## config.mk

```make
export PLATFORM = sky130hd
export DESIGN_NAME = tanh_act_seq
export DESIGN_NICKNAME = d
export VERILOG_FILES = /design/src/rtl/tanh_act_pkg.sv /design/src/rtl/tanh_act_seq_mul.sv /design/src/rtl/tanh_act_seq.sv
export SDC_FILE = /design/constraint.sdc
export NUM_CORES = 1
export LEC_CHECK = 0
export BUFFER_PORTS_ARGS = -buffer_cell sky130_fd_sc_hd__buf_2
export CORE_ASPECT_RATIO = 0.75
export CORE_MARGIN = 2
export CORE_UTILIZATION = 60
export DETAILED_ROUTE_END_ITERATION = 8
export GPL_TIMING_DRIVEN = 1
export PLACE_DENSITY = 0.77
export SLEW_MARGIN = 20
export SYNTH_ARGS = -nofsm -noshare
export SYNTH_HDL_FRONTEND = slang
export SYNTH_HIERARCHICAL = 1
export SYNTH_SLANG_ARGS = --single-unit
```

## constraint.sdc

```tcl
create_clock -name clk -period 28 [get_ports clk]
set_input_delay 1.4 -clock clk [delete_from_list [all_inputs] [get_ports clk]]
set_output_delay 1.4 -clock clk [all_outputs]
set_load 0.01 [all_outputs]
```

## src/rtl/tanh_act_pkg.sv

```systemverilog
// rtl/tanh_act_pkg.sv - shared types, coefficients and saturation helpers for tanh_act_seq
package tanh_act_pkg;

    typedef enum logic [2:0] {
        IDLE,
        SQ,
        HORNER,
        MULX,
        DONE
    } state_t;

    function automatic logic signed [63:0] one_q(input int frac_w);
        one_q = 64'sd1 <<< frac_w;
    endfunction

    function automatic logic signed [63:0] half_q(input int frac_w);
        half_q = 64'sd1 <<< (frac_w - 1);
    endfunction

    // Term i (1..4) of the odd series: C1, C3, C5, C7, each rounded to nearest
    function automatic logic signed [63:0] coef_term(input int i, input int frac_w);
        logic signed [63:0] one;
        one = one_q(frac_w);
        case (i)
            1:       coef_term = one;
            2:       coef_term = -((one * 64'sd2 + 64'sd3) / 64'sd6);
            3:       coef_term = (one * 64'sd4 + 64'sd15) / 64'sd30;
            4:       coef_term = -((one * 64'sd34 + 64'sd315) / 64'sd630);
            default: coef_term = 64'sd0;
        endcase
    endfunction

    // Clamp a wide signed value into the w-bit two's complement range
    function automatic logic signed [63:0] sat_to(input logic signed [63:0] v, input int w);
        logic signed [63:0] hi;
        logic signed [63:0] lo;
        hi = (64'sd1 <<< (w - 1)) - 64'sd1;
        lo = -(64'sd1 <<< (w - 1));
        if (v > hi) begin
            sat_to = hi;
        end else if (v < lo) begin
            sat_to = lo;
        end else begin
            sat_to = v;
        end
    endfunction

endpackage

```

## src/rtl/tanh_act_seq_mul.sv

```systemverilog
// rtl/tanh_act_seq_mul.sv - fxp_mul_q: signed Q-format multiply with floor shift and saturation
module fxp_mul_q
    import tanh_act_pkg::*;
#(
    parameter int DATA_W = 16,
    parameter int FRAC_W = 12
) (
    input  logic signed [DATA_W-1:0] a_i,
    input  logic signed [DATA_W-1:0] b_i,
    output logic signed [DATA_W-1:0] p_o
);

    logic signed [2*DATA_W-1:0] prod;
    logic signed [2*DATA_W-1:0] prod_sh;

    // Full-width product, arithmetic shift floors toward -inf, then clamp
    always_comb begin
        prod    = a_i * b_i;
        prod_sh = prod >>> FRAC_W;
        p_o     = DATA_W'(sat_to(64'(prod_sh), DATA_W));
    end

endmodule

```

## src/rtl/tanh_act_seq.sv

```systemverilog
// rtl/tanh_act_seq.sv - sequential Horner-form tanh engine; SIGMOID_EN adds sigmoid mode
module tanh_act_seq
    import tanh_act_pkg::*;
#(
    parameter int DATA_W     = 16,
    parameter int FRAC_W     = 12,
    parameter int TERMS      = 4,
    parameter int SAT_THRESH = 4096
) (
    input  logic              clk,
    input  logic              reset,
    input  logic              in_valid,
    output logic              in_ready,
    input  logic [DATA_W-1:0] x_in,
    input  logic              mode,
    output logic              out_valid,
    input  logic              out_ready,
    output logic [DATA_W-1:0] y_out,
    output logic              busy
);

    localparam int CNT_W = $clog2(TERMS + 1);
    localparam logic signed [DATA_W-1:0] ONE_Q    = DATA_W'(one_q(FRAC_W));
    localparam logic signed [DATA_W-1:0] C_TOP    = DATA_W'(coef_term(TERMS, FRAC_W));
    localparam logic signed [DATA_W:0]   THRESH_X = (DATA_W + 1)'(SAT_THRESH);

    state_t                   state_q;
    logic signed [DATA_W-1:0] x_q;
    logic signed [DATA_W-1:0] x2_q;
    logic signed [DATA_W-1:0] acc_q;
    logic signed [DATA_W-1:0] y_q;
    logic [CNT_W-1:0]         cnt_q;
    logic                     in_ready_q;
    logic                     out_valid_q;
    logic                     busy_q;

    logic signed [DATA_W-1:0] x_eff;
    logic signed [DATA_W:0]   x_ext;
    logic signed [DATA_W:0]   abs_x;
    logic                     sat_hit;
    logic signed [DATA_W-1:0] mul_a;
    logic signed [DATA_W-1:0] mul_b;
    logic signed [DATA_W-1:0] mul_p;
    logic signed [DATA_W-1:0] horner_d;
    logic signed [DATA_W-1:0] fin_t;
    logic signed [DATA_W-1:0] y_fin;

`ifdef SIGMOID_EN
    logic mode_q;
    logic fin_mode;
`else
    logic unused_mode;
    assign unused_mode = mode;
`endif

    // Operand as seen by the series (halved for sigmoid) and its magnitude one bit wider
    always_comb begin
        x_eff = x_in;
`ifdef SIGMOID_EN
        if (mode) begin
            x_eff = $signed(x_in) >>> 1;
        end
`endif
        x_ext   = {x_eff[DATA_W-1], x_eff};
        abs_x   = x_ext[DATA_W] ? -x_ext : x_ext;
        sat_hit = (abs_x >= THRESH_X);
    end

    // Route the single multiplier according to the current step
    always_comb begin
        mul_a = x_q;
        mul_b = acc_q;
        case (state_q)
            SQ:      mul_b = x_q;
            HORNER:  mul_a = x2_q;
            default: ;
        endcase
    end

    fxp_mul_q #(
        .DATA_W(DATA_W),
        .FRAC_W(FRAC_W)
    ) u_mul (
        .a_i(mul_a),
        .b_i(mul_b),
        .p_o(mul_p)
    );

    // Horner step and the value loaded into y when entering DONE
    always_comb begin
        horner_d = DATA_W'(sat_to(coef_term(int'(cnt_q), FRAC_W) + 64'(mul_p), DATA_W));
        fin_t    = (state_q == IDLE) ? (x_eff[DATA_W-1] ? -ONE_Q : ONE_Q) : mul_p;
`ifdef SIGMOID_EN
        fin_mode = (state_q == IDLE) ? mode : mode_q;
        y_fin    = fin_mode ? DATA_W'(sat_to(half_q(FRAC_W) + 64'(fin_t >>> 1), DATA_W)) : fin_t;
`else
        y_fin    = fin_t;
`endif
    end

    // Control FSM with all outputs registered
    always_ff @(posedge clk or posedge reset) begin
        if (reset) begin
            state_q     <= IDLE;
            x_q         <= '0;
            x2_q        <= '0;
            acc_q       <= '0;
            y_q         <= '0;
            cnt_q       <= '0;
            in_ready_q  <= 1'b0;
            out_valid_q <= 1'b0;
            busy_q      <= 1'b0;
`ifdef SIGMOID_EN
            mode_q      <= 1'b0;
`endif
        end else begin
            case (state_q)
                IDLE: begin
                    in_ready_q <= 1'b1;
                    if (in_valid && in_ready_q) begin
                        x_q        <= x_eff;
`ifdef SIGMOID_EN
                        mode_q     <= mode;
`endif
                        in_ready_q <= 1'b0;
                        busy_q     <= 1'b1;
                        if (sat_hit) begin
                            y_q         <= y_fin;
                            out_valid_q <= 1'b1;
                            state_q     <= DONE;
                        end else begin
                            state_q <= SQ;
                        end
                    end
                end
                SQ: begin
                    x2_q    <= mul_p;
                    acc_q   <= C_TOP;
                    cnt_q   <= CNT_W'(TERMS - 1);
                    state_q <= (TERMS == 1) ? MULX : HORNER;
                end
                HORNER: begin
                    acc_q <= horner_d;
                    cnt_q <= cnt_q - CNT_W'(1);
                    if (cnt_q == CNT_W'(1)) begin
                        state_q <= MULX;
                    end
                end
                MULX: begin
                    y_q         <= y_fin;
                    out_valid_q <= 1'b1;
                    state_q     <= DONE;
                end
                DONE: begin
                    if (out_ready) begin
                        out_valid_q <= 1'b0;
                        busy_q      <= 1'b0;
                        in_ready_q  <= 1'b1;
                        state_q     <= IDLE;
                    end
                end
                default: state_q <= IDLE;
            endcase
        end
    end

    assign in_ready  = in_ready_q;
    assign out_valid = out_valid_q;
    assign y_out     = y_q;
    assign busy      = busy_q;

endmodule

```

==> metrics.log <==
INFO  metric dr.first_iter.drc_count = 828
INFO  metric numCtsBuffers = 9
INFO  metric hold_violations = 0
INFO  metric floorplan.die_area = 26100 µm²
INFO  metric final_non_filler_cell_area = 15600 µm²
INFO  metric post_cts_buffers = 0
INFO  metric post_detail_place_hpwl = 27300 µm
INFO  metric cts_resized = 0
INFO  metric synth.top_cell.area_share = 38.0%
INFO  metric final_worst_path_period_share = 49.3%
INFO  metric worst_slew_margin_rel = 30.5%
INFO  metric initial_core_util = 61.6%
INFO  metric outcome = completed
INFO  metric fp.dieH = 141 µm
INFO  metric yosys.cell_types.count = 86
INFO  metric setup_repair_after_global_routing_missed_its_margin = false
INFO  metric r2r_setup_slack = 14.19 ns
INFO  metric detail_route.drc_violations = 0
INFO  metric grt_start_max_net_pins = 74
INFO  metric setup_viol = 0
INFO  metric timing_worst_slew_pin_value = 1.04 ns
INFO  metric post_drt_via_cell_ratio = 5.54
INFO  metric number_of_nets_produced_by_synthesis = 2076
INFO  metric worst_path_max_delay_cell = sky130_fd_sc_hd__or3b_2
INFO  metric antenna_found_initial = 0
INFO  metric drt_first_pass_iters = 5
INFO  metric groute.layer.met1.usage = 42.8%
INFO  metric syn_inst = 1674
INFO  metric rr_startpoint = state_q[2]
INFO  metric synth_area_per_cell = 8.91 µm²
INFO  metric setup_total_negative_slack = 0 ns
INFO  metric grt.met2_usage = 45.0%
INFO  metric timing.reg2reg.worst_path_depth = 39
INFO  metric timing.hold.worst.class = reg -> reg
INFO  metric synthDominantAreaCellType = sky130_fd_sc_hd__fa_1
INFO  metric wl_per_cell = 17.1 µm
INFO  metric clock-sinks = 73
INFO  metric port_buffers = 38
INFO  metric maxCapViolCount = 0
INFO  metric finalClockSkew = 0.00786 ns
INFO  metric post-route-util = 64.4%
INFO  metric cts_hold_buffers = 0
INFO  metric rows = 49
INFO  metric clock_tree.htree_level_count = 3
INFO  metric clock_tree_from_tritoncts = done
INFO  metric drive_gt1_share = 7.23%
INFO  metric cells_taking_the_most_area_after_synthesis = sky130_fd_sc_hd__fa_1 (38%), sky130_fd_sc_hd__dfrtp_1 (12%), sky130_fd_sc_hd__inv_1 (8.9%), sky130_fd_sc_hd__ha_1 (8.2%), sky130_fd_sc_hd__nand2_1 (7.6%)
INFO  metric pin_count = 40
INFO  metric synthesis.area = 14900 µm²
INFO  metric grt_first_pass_wirelength = 58100 µm
INFO  metric clk_transition_reported_paths = 0.06 ns
INFO  metric gp_routability_congestion = 0.930
INFO  metric ys_dominant_reg_cell = sky130_fd_sc_hd__dfrtp_1
INFO  metric crit_top_cell = sky130_fd_sc_hd__fa_1
INFO  metric place_area = 15300 µm²
INFO  metric grtUsageMet3 = 2.94%
INFO  metric n_antenna_cell = 0
INFO  metric core_area = 24200 µm²
INFO  metric synth_common_cells = sky130_fd_sc_hd__inv_1 (353), sky130_fd_sc_hd__nand2_1 (303), sky130_fd_sc_hd__fa_1 (283)
INFO  metric holdPathStages = 2
INFO  metric critPathLaunchType = register
INFO  metric synthMostInstantiatedCell = sky130_fd_sc_hd__inv_1
INFO  metric synth.ff_latch_count = 73
INFO  metric hold_path.startpoint = x2_q[5]
INFO  metric globalRouteOverflowTotal = 0
INFO  metric die_width = 186 µm
INFO  metric globalRoute.busiestLayer = met2
INFO  metric cts-root-to-sink-buffers = 2
INFO  metric fin_nets = 2071
INFO  metric cts_root_buf = sky130_fd_sc_hd__clkbuf_16
INFO  metric worst_ep_arrival_time = 13.99 ns
INFO  metric timing.critical_path.to_type = register
INFO  metric area_growth = 4.51%
INFO  metric maxSlewViolCount = 0
INFO  metric ys_async_sr_fraction = 100%
INFO  metric synth_enable_flop_cells = 0
INFO  metric synth_sequential_area_ratio = 12.2%
INFO  metric clk-insertion-delay-late = 0.35 ns
INFO  metric vias_in_the_first_global_route = 11300
INFO  metric critPathMaxStageDelay = 0.87 ns
INFO  metric drt-total-wl = 34200 µm
INFO  metric critical_path_peak_fanout = 40
INFO  metric worst-endpoint-required = 28.17 ns
INFO  metric warning_count_from_the_yosys_run = 6
INFO  metric worst-setup-path-type = reg -> reg
INFO  metric r2r_end = acc_q[10]
INFO  metric finalWorstPathRequiredPeriod = 13.81 ns
INFO  metric gr-usage-all-layers = 28.4%
INFO  metric worstHoldEndpoint = x2_q[5]
INFO  metric maxClockFrequency = 0.0724 GHz
INFO  metric postRouteAntennaNets = 0
INFO  metric vias = 11100
## flip-flops by register name, summed over array words and instances (netlist names)
register	flops
acc_q	16
x2_q	16
x_q	16
y_out	16
cnt_q	3
state_q	3
busy	1
in_ready	1
out_valid	1
## through the flow
stage	hold WS, ns	setup slack, ns	instances
final	0.478	14.19	2005
after global routing	0.490	13.45	2005
after CTS	0.477	14.33	2005
after detailed placement	0.462	14.39	1989
after global placement	0.458	14.58	1989
after floorplan	0.446	15.92	1674
## area by class of cell
| class | instances | area [µm²] |
|---|---|---|
| Clock buffer | 9 | 225 |
| Clock inverter | 7 | 58.8 |
| Fill cell | 1990 | 8630 |
| Inverter | 355 | 1330 |
| Multi-Input combinational cell | 1185 | 11500 |
| Sequential cell | 73 | 1830 |
| Tap cell | 331 | 414 |
| Timing Repair Buffer | 45 | 243 |
## kinds of logic (layout without fill, tap and decap cells)
family / Yosys count / count (layout) / synth area share (%)
mux: 19 / 19 / 1.43
simple gates: 571 / 571 / 18.5
compound gates: 175 / 175 / 8.57
flops: 73 / 73 / 12.2
xor+xnor: 39 / 39 / 2.29
fa+ha+maj: 381 / 381 / 46.2
buf+inv: 416 / 416 / 10.8
## how the worst max path moves through the flow
stage | startpoint | end | slack [ns] | cells past startpoint
after floorplan | state_q[0] | acc_q[4] | 15.92 | 43
after global placement | state_q[2] | acc_q[10] | 14.58 | 38
after detailed placement | state_q[2] | acc_q[10] | 14.39 | 36
after CTS | state_q[2] | acc_q[10] | 14.33 | 36
after global routing | state_q[2] | acc_q[11] | 13.45 | 39
final | state_q[2] | acc_q[10] | 14.19 | 39
## routing by layer
metal  vias to the layer above  wire length (µm)
met5                         -                 0
met2                       326             16300
met1                      5650             15500
met4                         0               481
li1                       5092                 -
met3                        43              1950
## worst max-delay path, delay by kind of cell (launching register included)
family | cells | cell delay (ns)
adder cells (fa/ha/maj) | 9 | 4.52
XOR/XNOR | 1 | 0.16
buffers and inverters | 6 | 0.62
AO/OA/AOI/OAI | 12 | 4.15
AND/OR/NAND/NOR | 11 | 3.60
flip-flops | 1 | 0.51
## cell usage in the layout, fill, tap and decap left out, types with 4 or more instances in the layout
cell and n:
sky130_fd_sc_hd__or2_2 6, sky130_fd_sc_hd__o22ai_1 5, sky130_fd_sc_hd__buf_2 38, sky130_fd_sc_hd__o31ai_1 4
sky130_fd_sc_hd__inv_1 352, sky130_fd_sc_hd__and3_1 6, sky130_fd_sc_hd__nand2_1 303, sky130_fd_sc_hd__ha_1 98
sky130_fd_sc_hd__o21ai_1 13, sky130_fd_sc_hd__mux2_2 16, sky130_fd_sc_hd__nor3_1 7, sky130_fd_sc_hd__a21oi_1 44
sky130_fd_sc_hd__xor2_1 7, sky130_fd_sc_hd__o22ai_2 11, sky130_fd_sc_hd__nand4_1 12, sky130_fd_sc_hd__nand2b_1 10
sky130_fd_sc_hd__a21o_1 8, sky130_fd_sc_hd__a22o_1 12, sky130_fd_sc_hd__nor2b_1 5, sky130_fd_sc_hd__o21ai_0 35
sky130_fd_sc_hd__dfrtp_1 73, sky130_fd_sc_hd__nor2_1 52, sky130_fd_sc_hd__fa_1 283, sky130_fd_sc_hd__buf_4 7
sky130_fd_sc_hd__and2_1 121, sky130_fd_sc_hd__xnor2_1 32, sky130_fd_sc_hd__clkbuf_16 9, sky130_fd_sc_hd__nand3_1 12
Power is left out: the tool's default activity adds up to more than one toggle a clock period on the data nets, which glitch-free logic cannot reach.
